==> config.mk <==
export PLATFORM = sky130hd
export DESIGN_NAME = rf_bank
export DESIGN_NICKNAME = d
export VERILOG_FILES = /design/src/rtl/rf_bank.sv
export SDC_FILE = /design/constraint.sdc
export NUM_CORES = 2
export LEC_CHECK = 0
export ABC_CLOCK_PERIOD_IN_PS = 2500
export CAP_MARGIN = 20
export CORE_MARGIN = 3
export CORE_UTILIZATION = 50
export DETAILED_ROUTE_END_ITERATION = 7
export GPL_ROUTABILITY_DRIVEN = 0
export PLACE_DENSITY = 0.66
export RECOVER_POWER = 100
export SYNTH_ARGS = -nofsm -noshare
export SYNTH_HDL_FRONTEND = slang
export SYNTH_SLANG_ARGS = --single-unit
==> constraint.sdc <==
create_clock -name clk -period 2.5 [get_ports clk]
set_input_delay 0.375 -clock clk [delete_from_list [all_inputs] [get_ports clk]]
set_output_delay 0.375 -clock clk [all_outputs]
set_load 0.02 [all_outputs]
==> src/rtl/rf_bank.sv <==
// 32-entry register file storage with two registered read ports (write-first bypass)
// and one-hot write-select re-encoding with malformed-select detection.
module rf_bank #(
    parameter int WIDTH = 32
) (
    input  logic             clk,
    input  logic             rst_n,
    input  logic [31:0]      we_onehot,
    input  logic [WIDTH-1:0] wdata,
    input  logic             re,
    input  logic [4:0]       ra1,
    input  logic [4:0]       ra2,
    output logic [WIDTH-1:0] rd1,
    output logic [WIDTH-1:0] rd2,
    output logic             rvalid,
    output logic [4:0]       wr_idx,
    output logic             wr_done,
    output logic             wr_err
);

    // Entry 0 is never written, so it stays at its reset value of zero.
    logic [WIDTH-1:0] regs [32];

    logic [31:0]      extra_bits;
    logic             sel_multi;
    logic             sel_valid;
    logic [4:0]       sel_idx;
    logic [WIDTH-1:0] rv1;
    logic [WIDTH-1:0] rv2;

    // Clearing the lowest set bit leaves something only when two or more bits are set.
    assign extra_bits = we_onehot & (we_onehot - 32'd1);
    assign sel_multi  = |extra_bits;
    assign sel_valid  = (|we_onehot) && !sel_multi;

    always_comb begin
        sel_idx = '0;
        for (int i = 0; i < 32; i++) begin
            if (we_onehot[i]) begin
                sel_idx = sel_idx | 5'(i);
            end
        end
    end

    always_comb begin
        rv1 = regs[ra1];
        rv2 = regs[ra2];
        if (sel_valid && sel_idx == ra1) begin
            rv1 = wdata;
        end
        if (sel_valid && sel_idx == ra2) begin
            rv2 = wdata;
        end
        if (ra1 == 5'd0) begin
            rv1 = '0;
        end
        if (ra2 == 5'd0) begin
            rv2 = '0;
        end
    end

    always_ff @(posedge clk or negedge rst_n) begin
        if (!rst_n) begin
            for (int i = 0; i < 32; i++) begin
                regs[i] <= '0;
            end
            rd1     <= '0;
            rd2     <= '0;
            rvalid  <= 1'b0;
            wr_idx  <= '0;
            wr_done <= 1'b0;
            wr_err  <= 1'b0;
        end else begin
            if (sel_valid && sel_idx != 5'd0) begin
                regs[sel_idx] <= wdata;
            end
            wr_done <= sel_valid;
            wr_err  <= sel_multi;
            if (sel_valid) begin
                wr_idx <= sel_idx;
            end
            rvalid <= re;
            if (re) begin
                rd1 <= rv1;
                rd2 <= rv2;
            end
        end
    end

endmodule

Word level (Yosys, flattened, before mapping)

Index checks and enable logic that the tools add are counted.

Bits in registers: 1096
Bits of input ports: 77
Memories kept: 0
Memory bits (writable): 0
Bits in latches: 0
Output and inout port bits: 72
Logic and storage cells: 104
ROM bits: 0

$lt $le $gt $ge: 4
Add/sub/neg operators: 1
Muxes and demuxes: 44
Divide/modulo/power cells: 0
Reductions and logical operators: 11
Bitwise operators: 4
Shift operators: 0
$mul: 0
Eq/ne operators: 2

Operator list:

| kind                                               | count |
|---|---|
| bitwise mux 1024 bit                               | 1 |
| binary-select mux 32 bit (select 5 bit)            | 2 |
| 2-to-1 mux 32 bit                                  | 9 |
| demux 32 bit (select 5 bit)                        | 1 |
| 2-to-1 mux 5 bit                                   | 16 |
| OR reduction 32 bit                                | 2 |
| AND 32 bit                                         | 1 |
| 2-to-1 mux 4 bit                                   | 8 |
| subtractor 32 x 1 -> 32 bit, second input constant | 1 |
| >= comparator 6 bit, second input constant         | 3 |
| NOT 5 -> 6 bit                                     | 3 |
| 2-to-1 mux 3 bit                                   | 4 |
| equality test 5 bit                                | 2 |
| logical NOT 5 bit                                  | 2 |
| < comparator 6 x 1 -> 1 bit, second input constant | 1 |
| logical AND 1 bit                                  | 5 |
| nonzero test 5 bit                                 | 1 |
| 2-to-1 mux 2 bit                                   | 2 |
| logical NOT 1 bit                                  | 1 |
| 2-to-1 mux 1 bit                                   | 1 |

Logic depth before layout (Yosys ltp)

Word-level depth: 37
Gate-level depth with buffers: 12
Mapped depth without buffers: 7

Worst setup path after synthesis

Ideal clock, no wire load.

Path kind: input to register
From: in we_onehot[17]
To: reg regs[715] in the netlist's numbering
Required time: 2.375 ns
Path slack: -0.880 ns
Buffers on the path: 4
Arrival time: 3.255 ns
Stages: 11
Cell sequence: clkbuf_1 -> or3_1 -> nand2b_1 -> nor4_1 -> o22ai_1 -> or4_1 -> buf_2 -> buf_6 -> nor4_4 -> buf_4 -> mux2_2

Cells in the longest elaborated chain, start to end: 21

Ends and longest elaborated chain:

| item                                                                                            | line | source |
|---|---|---|
| start: declaration                                                                              | 8    | `input logic [31:0] we_onehot,` |
| 2-to-1 mux 5 bit (15 in a row)                                                                  | 39   | `if (we_onehot[i]) begin` |
| NOT 5 -> 6 bit (implied by the code)                                                            | 75   | `regs[sel_idx] <= wdata;` |
| >= comparator 6 bit (implied by the code) / < comparator 6 x 1 -> 1 bit (equally long branches) | 75   |  |
| logical AND 1 bit (implied by the code)                                                         | 75   |  |
| 2-to-1 mux 32 bit (implied by the code)                                                         | 75   |  |
| demux 32 bit (select 5 bit)                                                                     | 75   |  |
| bitwise mux 1024 bit                                                                            | 75   |  |
| end signal: indexed assignment                                                                  | 75   |  |
| end: declaration                                                                                | 22   | `logic [WIDTH-1:0] regs [32];` |

Parallel ways exist; a longest one is shown, timed or not.
A chain may end at the register's enable or synchronous reset.

Worst setup path in the final report

From: in we_onehot[7]
To: reg regs[754] in the netlist's numbering

Cells in the longest elaborated chain, start to end: 31

Ends and longest elaborated chain:

| item                                                                                            | line |
|---|---|
| 2-to-1 mux 3 bit                                                                                | 39 |
| 2-to-1 mux 4 bit (8 in a row)                                                                   | 39 |
| 2-to-1 mux 5 bit (16 in a row)                                                                  | 39 |
| NOT 5 -> 6 bit (implied by the code)                                                            | 75 |
| >= comparator 6 bit (implied by the code) / < comparator 6 x 1 -> 1 bit (equally long branches) | 75 |
| logical AND 1 bit (implied by the code)                                                         | 75 |
| 2-to-1 mux 32 bit (implied by the code)                                                         | 75 |
| demux 32 bit (select 5 bit)                                                                     | 75 |
| bitwise mux 1024 bit                                                                            | 75 |

Parallel ways exist; a longest one is shown, timed or not.

==> summary.txt <==
Status
  – Status: finished with violations
  – Failing checks: max-capacitance violations, max-slew violations, negative setup slack

GRT
  – First-pass GRT wire length: 290000 um
  – Congestion Overflow GR: 0
  – Initial antenna violation count: 0
  – Total Routing Usage GR: 32.7%
  – Vias in the first global route: 41500
  – Pin count of the biggest net entering global routing: 89

Logic synthesis
  – Library cells used by synthesis: 49
  – Syn. warnings: 0
  – Synthesized net count: 3733
  – Number of synthesized flops with an enable pin: 0
  – Primary FF master, synth: dfrtp_1
  – Seq/Total Area, Yosys: 47.1%
  – Syn_area_per_cell: 15.9 um2
  – Synthesized flop and latch total: 1096
  – FFs w/ async S/R, synth: 100%
  – Mapped Cells: 3656
  – Post-Syn Area: 0.0582 mm2

Cells and area
  – Most common cell after layout, fill and taps aside: dfrtp_1
  – Layout cells sized above 1: 62.6%
  – # diodes: 0
  – Nets@finish: 4144
  – Cell Count, Final, Fillers Out: 5673
  – Fin area: 0.0736 mm2
  – Area Growth Syn to Fin: 26.6%
  – Most frequent cells in the layout: dfrtp_1, mux2_2, mux4_2

Drt
  – Post-route ant nets: 0
  – Drt total wl: 199000 um
  – Routed vias/inst: 6.88
  – Via count: 39000
  – Wire length per cell: 35.1 um
  – Iter 0 DRT Violations: 4383
  – Drt drc: 0
  – Pre-Repair DR Iteration Count: 5

Setup path
  – Top cell by count, worst path: buf_6
  – Data required time at the worst endpoint: 3100 ps
  – Setup crit end kind: register
  – CP max FO: 7
  – CP max stage delay: 640 ps
  – Crit Path Class: in -> reg
  – Critical path arrival: 3630 ps
  – CP Launch Type: primary input
  – Critical-path cell list: buf_8, nor4_4, nand4_1, buf_4, o31ai_2, nand4_1, or4_4, buf_6, buf_6, nor4_4, buf_6, buf_12, mux2_2
  – Crit-path slowest cell: or4_4

Timing
  – Endpoints failing hold: 0
  – RSZ-0062 raised after global routing: true
  – Max Freq: 330 MHz
  – Clock skew: 36.4 ps
  – Setup ws final: -530 ps
  – Final period utilization: 121%
  – Slew Limit Headroom: -24.7%
  – Slew Viols, Final: 75
  – Worst Tran Pin Value: 1870 ps
  – Post-layout minimum cycle time: 3030 ps
  – Final setup vio count: 1077

Die
  – Die H: 347 um
  – Core area: 0.115 mm2
  – Die Wd: 347 um
  – # rows: 124
  – IO Count: 149
  – Die area: 0.120 mm2
  – Initial core utilization: 50.6%

Clocking
  – Clock-pin slew on the worst setup and hold paths: 60 ps
  – Clock Sink Count: 1096
  – CTS root buffer: clkbuf_16
  – CTS Buf Count: 118
  – Clk buf depth: 3
  – H-tree lvl count: 3
  – Clock Latency Late Sink: 720 ps
  – CTS tree: yes

Pwr
  – Pleak: 33.5 nW
  – Max VDD drop: 510 uV
  – Pwr/cell area: 532 mW/mm2
  – Combinational Power Share: 6.9%
  – P_int: 30.1 mW
  – Switching part of the total: 23.3%
  – Sequential fraction of design power: 45.3%
  – Switching pwr: 9.11 mW
  – Clock network power share: 47.8%

Placed design
  – Final HPWL DP: 118000 um
  – Port bufs: 148
  – Placed Cells: 5345
  – Placed cell areas: 0.0660 mm2

Hold path
  – HP Class: in -> reg

Flow run
  – Max cap viols: 2
metrics by stage:
step	TNS (ps)	utilization, %	total power [mW]	hold WS [ps]	setup WS, ps
after detailed placement	-1344910	57.4	20.7	365	-1590
after global placement	-1385970	57.4	20.7	358	-1620
final	-282010	64.0	39.2	334	-530
after CTS	-192960	63.5	39.4	193	-360
after global routing	-391960	64.0	40.3	302	-613
after floorplan	-601890	-	19.2	79.4	-674
power by group through the flow:
stage	logic, mW	clock network [mW]	registers [mW]
floorplan	1.11	0	18.1
global placement	2.61	0	18.1
detailed placement	2.66	0	18.1
CTS	2.70	19.0	17.7
global route	2.85	19.7	17.7
finish	2.69	18.7	17.7
cell type report:
cell class                 instances  area, um2
fill                            7804      41300
clock buffer                     173       3540
inverter                          66        248
timing repair buffer             719       8900
tap                             1512       1890
sequential                      1096      27400
multi-input combinational       2066      31000
clock inverter                    41        618
layer usage:
layer  routed length, um  global-route usage (%)  vias to the layer above
met4               10100                    14.3                        0
met2               92500                    50.6                     2102
li1                    -                       -                    15200
met1               77100                    44.5                    21200
met3               19100                    7.82                      522
met5                   0                       0                        -
cells in the mapped netlist, types with 28 or more instances:
cell,instances,share of area [%]
mux2_1,160,3.1
clkbuf_1,287,1.9
mux4_2,640,25
mux2_2,899,17
nor3_1,74,0.64
inv_1,66,0.43
buf_2,28,0.24
buf_1,94,0.61
a21oi_1,74,0.64
dfrtp_1,1096,47
o32ai_1,64,0.96
state kept, by name, indices dropped and copies added (netlist names):
name     count
regs      1024
rd1         32
rd2         32
wr_idx       5
rvalid       1
wr_done      1
wr_err       1
timing repair:
item                       in CTS  in global routing
setup buffers                  78                 14
setup endpoints to repair    1063               1063
cloned                         36                  9
gates resized for setup       417                133
pin swaps                      49                 12
hold endpoints to repair       27                  0
hold buffers                    1                  0
critical path: cells and delay by family:
kind,cells,cell delay [ps]
buffers and inverters,6,1020
and+or+nand+nor,5,1600
AOI/OAI and AO/OA,1,270
muxes,1,360
worst paths after layout:
path / cells after the start / from / slack (ps) / to
max in group asynchronous: 4 / rst_n / -20 / regs[932]
max: 13 / we_onehot[7] / -530 / regs[754]
min reg2reg: 0 / regs[1020] / 390 / regs[1020]
min in group asynchronous: 2 / rst_n / 580 / regs[254]
max reg2reg: 5 / regs[128] / 230 / rd1[0]
min: 4 / re / 330 / rd1[0]
logic make-up after synthesis:
family	synth area share (%)
buffers and inverters	3.42
and+or+nand+nor	2.16
xor gates and xnor gates	0.0602
muxes	45.3
AOI/OAI and AO/OA	1.90
DFF	47.1
adders and majority gates	0.0344
Power figures use the tool's default switching activity.
